<file path="src/rtl/morse_tx_arbiter.sv">
// morse_tx_arbiter: round-robin share of one Morse keyer between two pre-encoded character requesters.
// Latency: first mark cycle follows the transfer edge; o_done pulses the cycle IDLE is re-entered.
// Backpressure: ready is offered only in IDLE, only to the arbitration winner; inputs ignored while keying.
module morse_tx_arbiter #(
  parameter int UNIT_CYCLES = 4
) (
  input  logic       i_clk,
  input  logic       i_rst,
  input  logic       i_valid0,
  input  logic [2:0] i_len0,
  input  logic [5:0] i_pat0,
  input  logic       i_eow0,
  output logic       o_ready0,
  input  logic       i_valid1,
  input  logic [2:0] i_len1,
  input  logic [5:0] i_pat1,
  input  logic       i_eow1,
  output logic       o_ready1,
  output logic       o_data_morse,
  output logic       o_busy,
  output logic       o_grant,
  output logic       o_done,
  output logic       o_err
);

  localparam int CNT_W = $clog2(7 * UNIT_CYCLES);

  // Reload values: the counter runs from the load value down to 0, so each is duration - 1.
  // Gaps are one cycle short because the IDLE accept cycle supplies the last low cycle.
  localparam logic [CNT_W-1:0] DOT_LD   = CNT_W'(UNIT_CYCLES - 1);
  localparam logic [CNT_W-1:0] DASH_LD  = CNT_W'(3 * UNIT_CYCLES - 1);
  localparam logic [CNT_W-1:0] SPACE_LD = CNT_W'(UNIT_CYCLES - 1);
  localparam logic [CNT_W-1:0] LGAP_LD  = CNT_W'(3 * UNIT_CYCLES - 2);
  localparam logic [CNT_W-1:0] WGAP_LD  = CNT_W'(7 * UNIT_CYCLES - 2);
  localparam logic [CNT_W-1:0] CNT_ONE  = CNT_W'(1);

  typedef enum logic [1:0] {
    ST_IDLE  = 2'd0,
    ST_MARK  = 2'd1,
    ST_SPACE = 2'd2,
    ST_GAP   = 2'd3
  } state_t;

  state_t           state;
  state_t           state_nxt;
  logic [CNT_W-1:0] cnt;
  logic [CNT_W-1:0] cnt_nxt;
  logic [2:0]       idx;
  logic [2:0]       idx_nxt;
  logic [2:0]       idx_inc;
  logic [2:0]       len_q;
  logic [5:0]       pat_q;
  logic             eow_q;
  logic             last_grant;
  logic             grant_q;
  logic             done_q;
  logic             err_q;

  logic             win;
  logic             xfer;
  logic [2:0]       win_len;
  logic [5:0]       win_pat;
  logic             win_eow;
  logic             win_legal;

  // Round-robin arbitration: a lone requester wins, a tie goes to the one not served last.
  always_comb begin
    win = i_valid1;
    if (i_valid0 && i_valid1) begin
      win = ~last_grant;
    end
    win_len   = win ? i_len1 : i_len0;
    win_pat   = win ? i_pat1 : i_pat0;
    win_eow   = win ? i_eow1 : i_eow0;
    win_legal = (win_len != 3'd0) && (win_len != 3'd7);
    xfer      = (state == ST_IDLE) && (i_valid0 || i_valid1) && !i_rst;
  end

  // State register plus latched character, grant history and one-cycle status pulses.
  always_ff @(posedge i_clk) begin
    if (i_rst) begin
      state      <= ST_IDLE;
      cnt        <= '0;
      idx        <= '0;
      len_q      <= '0;
      pat_q      <= '0;
      eow_q      <= 1'b0;
      last_grant <= 1'b1;
      grant_q    <= 1'b0;
      done_q     <= 1'b0;
      err_q      <= 1'b0;
    end else begin
      state  <= state_nxt;
      cnt    <= cnt_nxt;
      idx    <= idx_nxt;
      done_q <= (state == ST_GAP) && (cnt == '0);
      err_q  <= xfer && !win_legal;
      if (xfer) begin
        len_q      <= win_len;
        pat_q      <= win_pat;
        eow_q      <= win_eow;
        last_grant <= win;
        grant_q    <= win;
      end
    end
  end

  // Next-state logic: every state entry reloads the counter; a state ends when it reaches 0.
  always_comb begin
    state_nxt = state;
    cnt_nxt   = cnt;
    idx_nxt   = idx;
    idx_inc   = idx + 3'd1;
    case (state)
      ST_IDLE: begin
        if (xfer && win_legal) begin
          state_nxt = ST_MARK;
          idx_nxt   = '0;
          cnt_nxt   = win_pat[0] ? DASH_LD : DOT_LD;
        end
      end
      ST_MARK: begin
        if (cnt == '0) begin
          if (idx_inc < len_q) begin
            state_nxt = ST_SPACE;
            cnt_nxt   = SPACE_LD;
          end else begin
            state_nxt = ST_GAP;
            cnt_nxt   = eow_q ? WGAP_LD : LGAP_LD;
          end
        end else begin
          cnt_nxt = cnt - CNT_ONE;
        end
      end
      ST_SPACE: begin
        if (cnt == '0) begin
          state_nxt = ST_MARK;
          idx_nxt   = idx_inc;
          cnt_nxt   = pat_q[idx_inc] ? DASH_LD : DOT_LD;
        end else begin
          cnt_nxt = cnt - CNT_ONE;
        end
      end
      ST_GAP: begin
        if (cnt == '0) begin
          state_nxt = ST_IDLE;
        end else begin
          cnt_nxt = cnt - CNT_ONE;
        end
      end
      default: state_nxt = ST_IDLE;
    endcase
  end

  // Outputs: line keyed straight from the state, handshakes from the arbiter.
  always_comb begin
    o_data_morse = (state == ST_MARK);
    o_busy       = (state != ST_IDLE);
    o_ready0     = xfer && !win;
    o_ready1     = xfer && win;
    o_grant      = grant_q;
    o_done       = done_q;
    o_err        = err_q;
  end

endmodule

</file>
<file path="config.mk">
export PLATFORM = sky130hd
export DESIGN_NAME = morse_tx_arbiter
export DESIGN_NICKNAME = d
export VERILOG_FILES = /design/src/rtl/morse_tx_arbiter.sv
export SDC_FILE = /design/constraint.sdc
export NUM_CORES = 1
export LEC_CHECK = 0
export ABC_AREA = 0
export CELL_PAD_IN_SITES_DETAIL_PLACEMENT = 1
export CELL_PAD_IN_SITES_GLOBAL_PLACEMENT = 1
export CORE_MARGIN = 5
export CORE_UTILIZATION = 36
export DETAILED_ROUTE_END_ITERATION = 16
export PLACE_DENSITY = 0.86
export SLEW_MARGIN = 20
export SYNTH_ARGS = -nofsm -noshare
export SYNTH_HDL_FRONTEND = slang
export SYNTH_SLANG_ARGS = --single-unit
</file>
<file path="constraint.sdc">
create_clock -name i_clk -period 2.3 [get_ports i_clk]
set_input_delay 0.575 -clock i_clk [delete_from_list [all_inputs] [get_ports i_clk]]
set_output_delay 0.575 -clock i_clk [all_outputs]
set_load 0.005 [all_outputs]
</file>
==> metrics.txt <==
Reg2Reg Depth=8; Die Ht=71.0 um; multiplexer area fraction after synthesis=10.7%; H-tree Lvls=1; top-area cell type share of the netlist area=35.9%; mapped cell area=0.00134 mm^2; Detail Route Antenna Nets=0; dpl hpwl=3020 um; cell accounting for the most synthesized area=dfxtp_1; post-synthesis simple-gate area fraction=21.7%; number of global-route vias before repair=1443; Reg2Reg Setup Slack=300 ps; Crit Path Class=primary input to primary output; Clock Sinks=24; Avg Cell Area, Syn=8.53 um^2; largest cells by area after synthesis=dfxtp_1 (36%), mux2i_1 (8.2%), a211oi_1 (5.0%); synth warn=0; clk slew on worst S/H paths=80 ps; Post-Route WL=3840 um; Fin. Hold Viols=0; Final min period=2250 ps; Initial Utilization=36.8%; TritonCTS Buffers=3; DRT Pass-1 Iters=4; clock latency on the worst-skew pair=260 ps; core region area=0.00363 mm^2; Filler Cells Inserted=437; CP Data Arrival Time=1670 ps; Critical R2R Launch=idx[0]; DR iter-0 viols=43; EDFF count, synth=0; routability congestion estimate=0.814; Peak VDD IR=0.476 mV; r2r endpoint=cnt[3]; Critical Path Start Type=primary input; XOR/XNOR Fraction of Synth Area=1.31%; Hold Slack=493 ps; CTS tree=done; GR Overflow Total=0; Synth-to-Final Area Change=38.6%; wire per inst=15.7 um; global-route wire length before repair=6560 um; Pleak=0.745 nW; RSZ-0062 raised after global routing=no; hold_sp=idx[1]; #FFs+latches synth=24; pwr/cell area=1000 mW/mm^2; Vias/cell=5.33; Worst Hold Depth=2; status=finished clean; DIE AREA=0.00504 mm^2; max-cap check violation count=0; Slew HR=64.4%; Crit Path Max Fanout=5; Reg area=480 um^2; hold_buf cts=0; Final Total Pwr=1.86 mW; Multi-input gate area=825 um^2; synthesized instance count=157; Final Skew=4.14 ps; HP Class=flip-flop to flip-flop; async set or reset register ratio after synthesis=0%; layout cell share with drive strength beyond 1=17.3%; GR Util All Layers=15.9%; fin nets=227; distinct cell type count after synthesis=46; Hold EP=idx[1]; Slew Viols, Final=0; # IOs=31; kind of end point of the critical path=primary output; Mapped Nets=185; antenna diode count=0; fmax=0.445 GHz; largest family of logic cells by synthesized area=simple AND/OR/NAND/NOR gates; largest net degree at the start of global routing=25; Compound-Gate Fraction of Synth Area=21.4%; vias post-DR=1305; DR DRC count=0; final worst-path cycle share=97.8%; initial antenna violation count=0; ys flop type=dfxtp_1; # rows=22; Setup-failing EPs final=0; fraction of the yosys area taken by sequential cells=35.9%; Die X=71.0 um; worst path required time=1730 ps; worst-case clock buffer depth=2; Port Buf Inserts=30; worst-margin pin slew=533 ps; CTS root buf=clkbuf_8; Adder-Cell Fraction of Synth Area=4.58%
routing by layer:
metal	GRT usage [%]	up-vias	share of wire, %
met1	19.7	632	45
met4	4.59	0	0.76
met2	28.0	13	52
li1	-	656	-
met3	2.70	4	1.8
met5	0	-	0
layout make-up:
class / count / area share (%)
Timing Repair Buffer: 46 / 22.9
Tap cell: 48 / 3.24
Sequential cell: 24 / 25.9
Multi-Input combinational cell: 118 / 44.4
Inverter: 6 / 1.35
Clock buffer: 3 / 2.23
Yosys cell counts, types with 3 or more instances:
cell type	number
a211oi_1	9
clkbuf_1	7
a21oi_1	10
nand2_1	11
mux2i_1	11
nand3_1	6
dfxtp_1	24
inv_1	5
ha_1	4
o21ai_0	3
nor3_1	7
nor2_1	17
flip-flops by register name, indices dropped and copies added (netlist names):
register,count
last_grant,1
eow_q,1
o_grant,1
o_done,1
len_q,3
cnt,5
idx,3
o_err,1
state,2
pat_q,6
kinds of logic (layout without fill, tap and decap cells):
family          after synthesis  count (layout)
compound gates               41              41
xor+xnor                      2               2
fa+ha+maj                     5               5
buf+inv                      15              55
flops                        24              24
mux                          13              13
simple gates                 57              57
how the worst max path moves through the flow:
stage               slack, ps  cells past startpoint       end      from
global route               10                      4  o_ready0  i_valid1
global placement         -290                      4  o_ready1  i_valid1
detailed placement       -350                      4  o_ready1  i_valid1
floorplan                 280                      6  o_ready1  state[1]
CTS                         8                      5  o_ready1  state[0]
finish                     50                      4  o_ready0  i_valid1
critical path, cell delays in order:
cell and delay, ps:
clkdlybuf4s15_2 220, a21boi_4 150, nor3_1 190, clkdlybuf4s50_1 540
cells in the final DEF (no fill, tap or decap), types with 2 or more instances in the layout:
master	count
buf_4	16
nor2_1	16
a211oi_1	9
clkbuf_8	3
nor3_1	7
mux2i_1	11
clkdlybuf4s50_1	26
a21oi_1	10
inv_1	5
o21ai_1	2
nand4_1	2
ha_1	4
and3_1	2
nand3_1	6
dfxtp_1	24
nor2_2	2
o211ai_1	2
a31oi_1	2
o21ai_0	3
clkdlybuf4s15_2	2
nand2_1	11
metrics by stage:
step | TNS (ps) | instances | utilization [%] | setup WS [ps] | area (um^2)
6_report | 0 | 245 | 51.1 | 50.9 | 1860
5_1_grt | 0 | 245 | 51.1 | 10.2 | 1860
4_1_cts | 0 | 245 | 50.6 | 7.85 | 1840
3_5_place_dp | -2850 | 240 | 48.7 | -346 | 1770
3_3_place_gp | -2170 | 240 | 48.7 | -289 | 1770
2_1_floorplan | 0 | 157 | - | 276 | 1340
report_power, final:
group          internal (mW)  switching (mW)
Combinational          0.462           0.528
Sequential             0.529          0.0881
Clock                  0.117           0.131
repair_timing:
item / CTS / global route
resized for setup: 9 / 5
buffers inserted: 2 / 0
setup endpoints to repair: 5 / 3
pin swaps: 1 / 1
No activity file was read; power rests on OpenSTA's default activity.
